--- src/rtl/dot_seq_ctrl_if.sv ---
`default_nettype none
// ============================================================================
//  Module   : dot_seq_ctrl_if
//  Brief    : Job, operand-buffer read and result handshake bundle for the
//             dot-product sequencer. The slave modport is the sequencer side;
//             the master modport is the job issuer / buffer / DSP side.
//  Revision : 1.0 - initial release
// ============================================================================
interface dot_seq_ctrl_if #(
  parameter int AW = 10
) ();

  logic          start;
  logic [AW:0]   len;
  logic [AW-1:0] wei_base;
  logic [AW-1:0] fm_base;
  logic          rd_en;
  logic [AW-1:0] wei_addr;
  logic [AW-1:0] fm_addr;
  logic [15:0]   res;
  logic [15:0]   acc_out;
  logic          out_valid;
  logic          out_ready;
  logic          busy;
  logic          ovf;

  modport master (
    output start, len, wei_base, fm_base, res, out_ready,
    input  rd_en, wei_addr, fm_addr, acc_out, out_valid, busy, ovf
  );

  modport slave (
    input  start, len, wei_base, fm_base, res, out_ready,
    output rd_en, wei_addr, fm_addr, acc_out, out_valid, busy, ovf
  );

endinterface
`default_nettype wire

--- src/rtl/dot_seq_ctrl.sv ---
`default_nettype none
// ============================================================================
//  Module   : dot_seq_ctrl
//  Brief    : Dot-product job sequencer. Issues len consecutive operand-buffer
//             reads, tracks them through the buffer + DSP latency with a valid
//             shift register, accumulates the DSP results and presents the
//             job result on a valid/ready handshake.
//  Options  : DOTSEQ_SAT_EN - saturating signed accumulation with sticky ovf;
//             when undefined the sum wraps modulo 2^16 and ovf is tied low.
//  Revision : 1.0 - initial release
// ============================================================================
module dot_seq_ctrl #(
  parameter int N_MUL = 3,
  parameter int AW    = 10,
  parameter int LAT   = 7
) (
  input  logic          clk,
  input  logic          rstn,
  dot_seq_ctrl_if.slave bus
);

  // One cycle of buffer read latency ahead of the DSP pipeline.
  localparam int            c_PIPE_D   = 1 + LAT;
  localparam logic [AW:0]   c_ONE_LEN  = (AW+1)'(1);
  localparam logic [AW-1:0] c_ONE_ADDR = AW'(1);

  typedef enum logic [1:0] {
    IDLE  = 2'd0,
    ISSUE = 2'd1,
    DRAIN = 2'd2,
    DONE  = 2'd3
  } state_t;

  generate
    if (N_MUL < 1 || LAT < 0) begin : g_param_chk
      $error("dot_seq_ctrl: N_MUL must be >= 1 and LAT must be >= 0");
    end
  endgenerate

  state_t                r_state, w_state_nxt;
  logic [AW:0]           r_left, w_left_nxt;
  logic [AW-1:0]         r_wei_addr, w_wei_addr_nxt;
  logic [AW-1:0]         r_fm_addr, w_fm_addr_nxt;
  logic                  r_rd_en, w_rd_en_nxt;
  logic                  r_out_valid, w_out_valid_nxt;
  logic [15:0]           r_acc_out, w_acc_out_nxt;
  logic                  w_start_job;
  logic [c_PIPE_D-1:0]   r_valid, w_valid_nxt;
  logic [15:0]           r_acc, w_acc_sum, w_acc_final;
  logic                  w_add;

  // Read tracking: the strobe issued this cycle enters the pipe at the bottom.
  assign w_valid_nxt = c_PIPE_D'({r_valid, r_rd_en});
  assign w_add       = r_valid[c_PIPE_D-1];

`ifdef DOTSEQ_SAT_EN
  logic [16:0] w_sum_ext;
  logic        w_clamp;
  logic        r_ovf;

  // Signed add with clamp to the 16-bit range on overflow.
  always_comb begin
    w_sum_ext = {r_acc[15], r_acc} + {bus.res[15], bus.res};
    w_clamp   = 1'b0;
    w_acc_sum = w_sum_ext[15:0];
    if (w_sum_ext[16] != w_sum_ext[15]) begin
      w_clamp   = 1'b1;
      w_acc_sum = w_sum_ext[16] ? 16'h8000 : 16'h7FFF;
    end
  end

  // Sticky clamp flag, cleared when a new job is accepted.
  always_ff @(posedge clk) begin
    if (!rstn) begin
      r_ovf <= 1'b0;
    end else if (w_start_job) begin
      r_ovf <= 1'b0;
    end else if (w_add && w_clamp) begin
      r_ovf <= 1'b1;
    end
  end

  assign bus.ovf = r_ovf;
`else
  assign w_acc_sum = r_acc + bus.res;
  assign bus.ovf   = 1'b0;
`endif

  assign w_acc_final = w_add ? w_acc_sum : r_acc;

  // Next-state and registered-output decode for the job sequencer.
  always_comb begin
    w_state_nxt     = r_state;
    w_left_nxt      = r_left;
    w_wei_addr_nxt  = r_wei_addr;
    w_fm_addr_nxt   = r_fm_addr;
    w_rd_en_nxt     = 1'b0;
    w_out_valid_nxt = 1'b0;
    w_acc_out_nxt   = r_acc_out;
    w_start_job     = 1'b0;
    case (r_state)
      IDLE: begin
        if (bus.start) begin
          w_start_job    = 1'b1;
          w_left_nxt     = bus.len;
          w_wei_addr_nxt = bus.wei_base;
          w_fm_addr_nxt  = bus.fm_base;
          if (bus.len == '0) begin
            w_state_nxt     = DONE;
            w_out_valid_nxt = 1'b1;
            w_acc_out_nxt   = '0;
          end else begin
            w_state_nxt = ISSUE;
            w_rd_en_nxt = 1'b1;
          end
        end
      end
      ISSUE: begin
        // r_left counts the read on the bus this cycle.
        if (r_left == c_ONE_LEN) begin
          w_state_nxt = DRAIN;
        end else begin
          w_left_nxt     = r_left - c_ONE_LEN;
          w_wei_addr_nxt = r_wei_addr + c_ONE_ADDR;
          w_fm_addr_nxt  = r_fm_addr + c_ONE_ADDR;
          w_rd_en_nxt    = 1'b1;
        end
      end
      DRAIN: begin
        // Leave as the last tracked result is folded in, capturing the total.
        if (w_valid_nxt == '0) begin
          w_state_nxt     = DONE;
          w_out_valid_nxt = 1'b1;
          w_acc_out_nxt   = w_acc_final;
        end
      end
      DONE: begin
        if (bus.out_ready) begin
          w_state_nxt = IDLE;
        end else begin
          w_out_valid_nxt = 1'b1;
        end
      end
      default: w_state_nxt = IDLE;
    endcase
  end

  // State, read-issue and result registers.
  always_ff @(posedge clk) begin
    if (!rstn) begin
      r_state     <= IDLE;
      r_left      <= '0;
      r_wei_addr  <= '0;
      r_fm_addr   <= '0;
      r_rd_en     <= 1'b0;
      r_out_valid <= 1'b0;
      r_acc_out   <= '0;
    end else begin
      r_state     <= w_state_nxt;
      r_left      <= w_left_nxt;
      r_wei_addr  <= w_wei_addr_nxt;
      r_fm_addr   <= w_fm_addr_nxt;
      r_rd_en     <= w_rd_en_nxt;
      r_out_valid <= w_out_valid_nxt;
      r_acc_out   <= w_acc_out_nxt;
    end
  end

  // Valid shift register and running accumulator.
  always_ff @(posedge clk) begin
    if (!rstn) begin
      r_valid <= '0;
      r_acc   <= '0;
    end else begin
      r_valid <= w_valid_nxt;
      r_acc   <= w_start_job ? 16'h0000 : w_acc_final;
    end
  end

  assign bus.rd_en     = r_rd_en;
  assign bus.wei_addr  = r_wei_addr;
  assign bus.fm_addr   = r_fm_addr;
  assign bus.acc_out   = r_acc_out;
  assign bus.out_valid = r_out_valid;
  assign bus.busy      = (r_state != IDLE);

endmodule
`default_nettype wire

--- src/flat_wrapper.sv ---
// flat-port wrapper written by rule: the top's interface ports become plain ports
module dot_seq_ctrl_flat 
#(
  parameter int N_MUL = 3,
  parameter int AW    = 10,
  parameter int LAT   = 7
)
  (clk, rstn, bus_start, bus_len, bus_wei_base, bus_fm_base, bus_res, bus_out_ready, bus_rd_en, bus_wei_addr, bus_fm_addr, bus_acc_out, bus_out_valid, bus_busy, bus_ovf);
  dot_seq_ctrl_if #(.AW(AW)) bus_i ();
  input  logic clk;
  input  logic rstn;
  input wire logic [$bits(bus_i.start)-1:0] bus_start;
  input wire logic [$bits(bus_i.len)-1:0] bus_len;
  input wire logic [$bits(bus_i.wei_base)-1:0] bus_wei_base;
  input wire logic [$bits(bus_i.fm_base)-1:0] bus_fm_base;
  input wire logic [$bits(bus_i.res)-1:0] bus_res;
  input wire logic [$bits(bus_i.out_ready)-1:0] bus_out_ready;
  output wire logic [$bits(bus_i.rd_en)-1:0] bus_rd_en;
  output wire logic [$bits(bus_i.wei_addr)-1:0] bus_wei_addr;
  output wire logic [$bits(bus_i.fm_addr)-1:0] bus_fm_addr;
  output wire logic [$bits(bus_i.acc_out)-1:0] bus_acc_out;
  output wire logic [$bits(bus_i.out_valid)-1:0] bus_out_valid;
  output wire logic [$bits(bus_i.busy)-1:0] bus_busy;
  output wire logic [$bits(bus_i.ovf)-1:0] bus_ovf;
  assign bus_i.start = bus_start;
  assign bus_i.len = bus_len;
  assign bus_i.wei_base = bus_wei_base;
  assign bus_i.fm_base = bus_fm_base;
  assign bus_i.res = bus_res;
  assign bus_i.out_ready = bus_out_ready;
  assign bus_rd_en = bus_i.rd_en;
  assign bus_wei_addr = bus_i.wei_addr;
  assign bus_fm_addr = bus_i.fm_addr;
  assign bus_acc_out = bus_i.acc_out;
  assign bus_out_valid = bus_i.out_valid;
  assign bus_busy = bus_i.busy;
  assign bus_ovf = bus_i.ovf;
  dot_seq_ctrl #(.N_MUL(N_MUL), .AW(AW), .LAT(LAT)) u_core (.clk(clk), .rstn(rstn), .bus(bus_i));
endmodule
--- config.mk ---
export PLATFORM = sky130hd
export DESIGN_NAME = dot_seq_ctrl_flat
export DESIGN_NICKNAME = d
export VERILOG_FILES = /design/src/rtl/dot_seq_ctrl_if.sv /design/src/rtl/dot_seq_ctrl.sv /design/src/flat_wrapper.sv
export SDC_FILE = /design/constraint.sdc
export NUM_CORES = 1
export LEC_CHECK = 0
export ABC_AREA = 1
export CAP_MARGIN = 20
export CORE_ASPECT_RATIO = 0.7
export CORE_MARGIN = 1
export CORE_UTILIZATION = 53
export CTS_BUF_LIST = sky130_fd_sc_hd__clkbuf_16
export DETAILED_ROUTE_END_ITERATION = 12
export GPL_TIMING_DRIVEN = 0
export PLACE_DENSITY = 0.81
export SLEW_MARGIN = 0
export SYNTH_ARGS = -nofsm -noshare
export SYNTH_HDL_FRONTEND = slang
export SYNTH_SLANG_ARGS = --single-unit
--- constraint.sdc ---
create_clock -name clk -period 2.3 [get_ports clk]
set_input_delay 0.46 -clock clk [delete_from_list [all_inputs] [get_ports clk]]
set_output_delay 0.46 -clock clk [all_outputs]
set_load 0.01 [all_outputs]
; Word level (Yosys, flattened, before mapping)
; Index checks and enable logic that the tools add are counted.
[totals]
register_bits = 75
latch_bits = 0
mem_bits_rw = 0
romBits = 0
input_bits = 51
out_inout_bits = 40
wordCells = 65
mem_count = 0
[classes]
addsub = 4
n_mul = 0
n_div = 0
order_cmp = 0
n_eq_ne = 10
shift = 0
n_mux = 31
n_bitwise = 1
reduce_logical = 10
[ops]
columns = operator, n
row1 = 16-bit 2-to-1 mux, 4
row2 = 10-bit 2-to-1 mux, 4
row3 = 10-bit case mux with 2 select lines, 2
row4 = 16-bit case mux with 2 select lines, 1
row5 = 11-bit 2-to-1 mux, 2
row6 = 11-bit case mux with 2 select lines, 1
row7 = 10-bit by 1-bit adder with 10-bit output (second input constant), 2
row8 = 16-bit adder, 1
row9 = 11-bit by 1-bit == test with 1-bit output (second input constant), 1
row10 = 11-bit logical NOT, 1
row11 = 11-bit by 1-bit subtractor with 11-bit output (second input constant), 1
row12 = 2-bit 2-to-1 mux, 5
row13 = 1-bit 2-to-1 mux, 9
row14 = 8-bit logical NOT, 1
row15 = 2-bit case mux with 4 select lines, 1
row16 = 4-bit AND reduction, 2
row17 = 2-bit by 1-bit inequality test with 1-bit output (second input constant), 3
row18 = 2-bit inequality test (second input constant), 3
row19 = 2-bit nonzero test, 3
row20 = 2-bit == test (second input constant), 2
row21 = 1-bit case mux with 3 select lines, 1
row22 = 3-bit AND reduction, 1
row23 = 2-bit by 1-bit == test with 1-bit output (second input constant), 1
row24 = 2-bit logical NOT, 1
row25 = 3 further kinds, 3

; Depth between registers and ports, before layout
[depth]
word_depth = 4
ltp_mapped = 12
mapped_depth_nobuf = 12

; Worst setup path before layout
; Ideal clock, no wire load.
[synth_timing]
kind = input-to-reg
from = input port bus_res[0]
to = register u_core.r_acc_out[14], in the netlist u_core.bus.acc_out[14]
setup_time_ps = 143
t_arrival_ps = 1705
required_ps = 2157
path_slack_ps = 452
cell_stages = 12
path_buffers = 0
cell_sequence = ha_1 fa_1 nand2_1 nand2_1 nand3b_1 nand2_1 nand2_1 nand2_1 nand2_1 nand3_1 nand3_1 a21oi_1
[synth_via]
elab_chain_cells = 4
[synth_lines]
columns = item, line_no
row1 = from (decl), flat_wrapper.sv:16  ; input wire logic [$bits(bus_i.res)-1:0] bus_res;
row2 = 16-bit adder, dot_seq_ctrl.sv:85  ; assign w_acc_sum = r_acc + bus.res;
row3 = 16-bit 2-to-1 mux, dot_seq_ctrl.sv:89  ; assign w_acc_final = w_add ? w_acc_sum : r_acc;
row4 = 16-bit 2-to-1 mux, dot_seq_ctrl.sv:131  ; if (w_valid_nxt == '0) begin
row5 = 16-bit case mux with 2 select lines, dot_seq_ctrl.sv:101  ; case (r_state)
row6 = to (signal assigned), dot_seq_ctrl.sv:165  ; r_acc_out <= w_acc_out_nxt;
row7 = to (decl), dot_seq_ctrl.sv:46  ; logic [15:0] r_acc_out, w_acc_out_nxt;
; No other way between the ends. The select of a mux whose other input is x is not followed.
; A chain may end at the register's enable or synchronous reset.

; Worst setup path in the final report
[layout_timing]
from = register u_core.r_state[0]
to = output port bus_busy
[layout_via]
elab_chain_cells = 1
[layout_lines]
columns = item, line_no
row1 = from (decl), dot_seq_ctrl.sv:40  ; state_t r_state, w_state_nxt;
row2 = from (signal assigned), dot_seq_ctrl.sv:159  ; r_state <= w_state_nxt;
row3 = 2-bit nonzero test, dot_seq_ctrl.sv:185  ; assign bus.busy = (r_state != IDLE);
row4 = to (decl), flat_wrapper.sv:23  ; output wire logic [$bits(bus_i.busy)-1:0] bus_busy;
; No other way between the ends.

==> results.cfg <==
[timing]
achievable-frequency_mhz = 448
skew_ns = 0.00449
setup_viol_count_final = 0
finalWorstPathRequiredPeriod_ns = 2.23
slew_viol_final = 0
worstMarginPinSlew_ns = 0.792
final_period_utilization_pct = 97.1
slew-limit-headroom_pct = 47.2
unrepaired_setup_endpoints_after_global_routing = no
finalHoldViolCount = 0

[critical_path]
critPathCapture = bus_busy
ff2ff_path_depth = 10
path_max_fanout = 6
cp_capture_type = output pin
critPathTopFamily = buffers and inverters
rr_startpoint = u_core.r_state[0]
critical_path_depth = 4
worst_r2r_endpoint = u_core.r_left[7]
critical_path.cell_chain = inv_1 -> ha_1 -> inv_2 -> clkdlybuf4s50_1
setup.reg_to_reg.worst_slack_ns = 0.15
timing.setup.critical_path_class = reg -> out
worst_setup_path_start_kind = flop
crit_path_start = u_core.r_state[0]
timing.critical_path.required_ns = 1.84
crit_arrival_ns = 1.77
worst_path_max_delay_cell = clkdlybuf4s50_1
worstPathBufferInverterCount = 3
worst_path_largest_cell_delay_ns = 0.54

[logic_synthesis]
synth_cells = 715
mappedNetlistNets = 790
postSynthAreaPerCell_um2 = 6.50
synth_top_area_share_pct = 32.3
part_of_the_yosys_area_used_for_sequential_elements_pct = 32.3
synth_async_sr_flop_share_pct = 0
synth_mux_area_share_pct = 0
synth_area_in_compound_gates_pct = 14.8
synth_warnings = 0
netlist-cell-type-count = 41
dominantRegCellSynth = dfxtp_1
seq_cells_post_synth = 75
synth_xor_xnor_area_share_pct = 2.26
synthTopCellsByArea = dfxtp_1 (32%), nand2_1 (16%), inv_1 (7.2%)
post_synthesis_share_of_cell_area_spent_on_full_adders_half_adders_and_majority_gates_pct = 6.62
yosysTopAreaCell = dfxtp_1
netlist_area_um2 = 4650
synth_enable_flop_cells = 0
basic_gate_share_of_the_synthesized_area_counting_and_or_nand_and_nor_cells_pct = 33.2
largest_family_of_logic_cells_by_synthesized_area = simple AND/OR/NAND/NOR gates

[grt]
number_of_global_route_vias_before_repair = 4367
antenna_found_initial = 0
grt_util_all_layers_pct = 29.6
grt_pass1_wl_mm = 21.0
global_route.overflow_total = 0
grt_max_degree = 12

[clock_network]
cts_max_path_buffers = 2
cts_tree = done
worstSkewPairLatency_ns = 0.34
clock_tree.htree_level_count = 3
holdBufCountCts = 0
cts_root_buf = clkbuf_16
clock-sinks = 75
clkSlewWorstSetupHoldPaths_ns = 0.05
tritoncts.num_buffers = 9

[power]
vdd_drop_max_uv = 791
post-layout-total-power_mw = 6.54
total_leakage_power_nw = 2.66
total_power_per_unit_cell_area_nw_per_um2 = 1090

[finish]
fin_nets = 891
final_common_cell = nand2_1
drive_gt1_share_pct = 8.66
fin_cells = 940
footprint_of_the_flip_flops_and_latches_um2 = 1500
multi_input_comb_area_um2 = 2670
area_delta_synth_final_pct = 28.9
antenna_cells_inserted = 0
layout_common_cells = nand2_1 (200), inv_1 (89), clkdlybuf4s50_1 (89), nor2_1 (88), dfxtp_1 (75)
fillerInstances = 720

[die]
fp.dieW_um = 114
design.core.area_um2 = 8480
ioPinCount = 91
fp-row-count = 28
chipHeight_um = 80.4
initial_utilization_pct = 54.9
die_area_um2 = 9160

[min_path]
timing.hold.worst.class = reg -> reg
worstHoldStart = u_core.r_valid[6]
timing.hold.worst_path_depth = 2

[placement]
io_buffers = 89
dp_hpwl_mm = 10.3
dp_cells = 924
gp_congestion = 0.955

[detailed_routing]
antenna_left = 0
via_density_per_instance = 5.29
num_vias = 4973
wirelength_mm = 13.2
drt_pre_antenna_iters = 5
drt_drc_violations_left = 0
drt_iter0_markers = 412
avgRoutedWirePerCell_um = 14.1

[outcome]
run_status = completed

[flow_run]
cap_viol_max_count = 0
==> synthesized netlist by cell type (2+ instances only) <==
library cell,number
nand3_1,38
nand2_1,200
ha_1,23
xor2_1,3
dfxtp_1,75
xnor2_1,9
a211oi_1,4
or2_2,7
o21ai_0,46
and3_1,2
buf_4,2
nor3_1,5
o21ai_2,2
buf_2,4
a211oi_2,2
a31oi_1,3
nand2_2,9
nand4_1,7
inv_2,4
nand3b_1,3
inv_1,89
clkbuf_1,13
buf_1,2
a21oi_1,37
a21oi_2,16
nor2_1,88
nor2_2,3
buf_6,2
and2_1,2
o21ai_1,4
==> logic make-up (layout without fill, tap and decap cells) <==
logic type / Yosys count / count (layout)
adders and majority gates: 24 / 24
AOI/OAI and AO/OA: 117 / 117
buffers and inverters: 118 / 223
DFF: 75 / 75
and+or+nand+nor: 368 / 368
xor gates and xnor gates: 12 / 12
other: 1 / 1
==> what timing repair did <==
action                                  in CTS  in global routing
endpoints found under the setup margin       0                 21
gates resized for setup                      0                  6
setup buffers                                0                  2
==> area by class of cell <==
cell class,instances,share of cell area [%]
Timing Repair Buffer,91,15.1
Multi-Input combinational cell,522,44.5
Clock inverter,6,0.814
Buffer,24,2.42
Inverter,93,5.82
Sequential cell,75,25.1
Tap cell,120,2.51
Clock buffer,9,3.76
==> through the flow <==
| stage | cell area (um2) | util, % | worst slack (ns) | hold WS, ns | TNS (ns) |
|---|---|---|---|---|---|
| floorplan | 4650 | - | 0.452 | 0.407 | 0 |
| global placement | 5690 | 67.1 | -0.229 | 0.409 | -3.38 |
| detailed placement | 5690 | 67.1 | -0.336 | 0.419 | -5.47 |
| CTS | 5970 | 70.4 | 0.00195 | 0.427 | 0 |
| global route | 5990 | 70.7 | 0.00403 | 0.448 | 0 |
| finish | 5990 | 70.7 | 0.0674 | 0.427 | 0 |
==> worst register-to-register path, delay by kind of cell (launching register included) <==
kind	cells	cell delay (ns)
AO/OA/AOI/OAI	3	0.43
adder cells (fa/ha/maj)	1	0.29
buffers and inverters	4	0.78
flip-flops	1	0.39
AND/OR/NAND/NOR	2	0.17
==> sequential cells by signal, summed over array words and instances (netlist names) <==
name                  count
u_core.bus.acc_out       16
u_core.r_acc             16
u_core.r_left            11
u_core.bus.fm_addr       10
u_core.bus.wei_addr      10
u_core.r_valid            8
u_core.r_state            2
u_core.bus.out_valid      1
u_core.bus.rd_en          1
==> how the worst min path moves through the flow <==
stage | endpoint | slack [ns]
3_3_place_gp | u_core.r_valid[5] | 0.41
2_1_floorplan | u_core.r_valid[2] | 0.41
4_1_cts | u_core.r_valid[6] | 0.43
3_5_place_dp | u_core.r_valid[6] | 0.42
5_1_grt | u_core.r_valid[7] | 0.45
6_report | u_core.r_valid[7] | 0.43
==> report_power, final <==
group	internal [mW]	switching, mW
logic	1.30	2.02
clock network	0.814	0.519
registers	1.58	0.294
==> layer usage <==
layer / vias up / GRT usage [%] / wire length (um)
met5: - / 0 / 0
met4: 0 / 4.55 / 100
met3: 14 / 8.15 / 1190
met2: 198 / 45.5 / 5650
met1: 2287 / 41.7 / 6290
li1: 2474 / - / -
No activity file was read; power rests on OpenSTA's default activity.
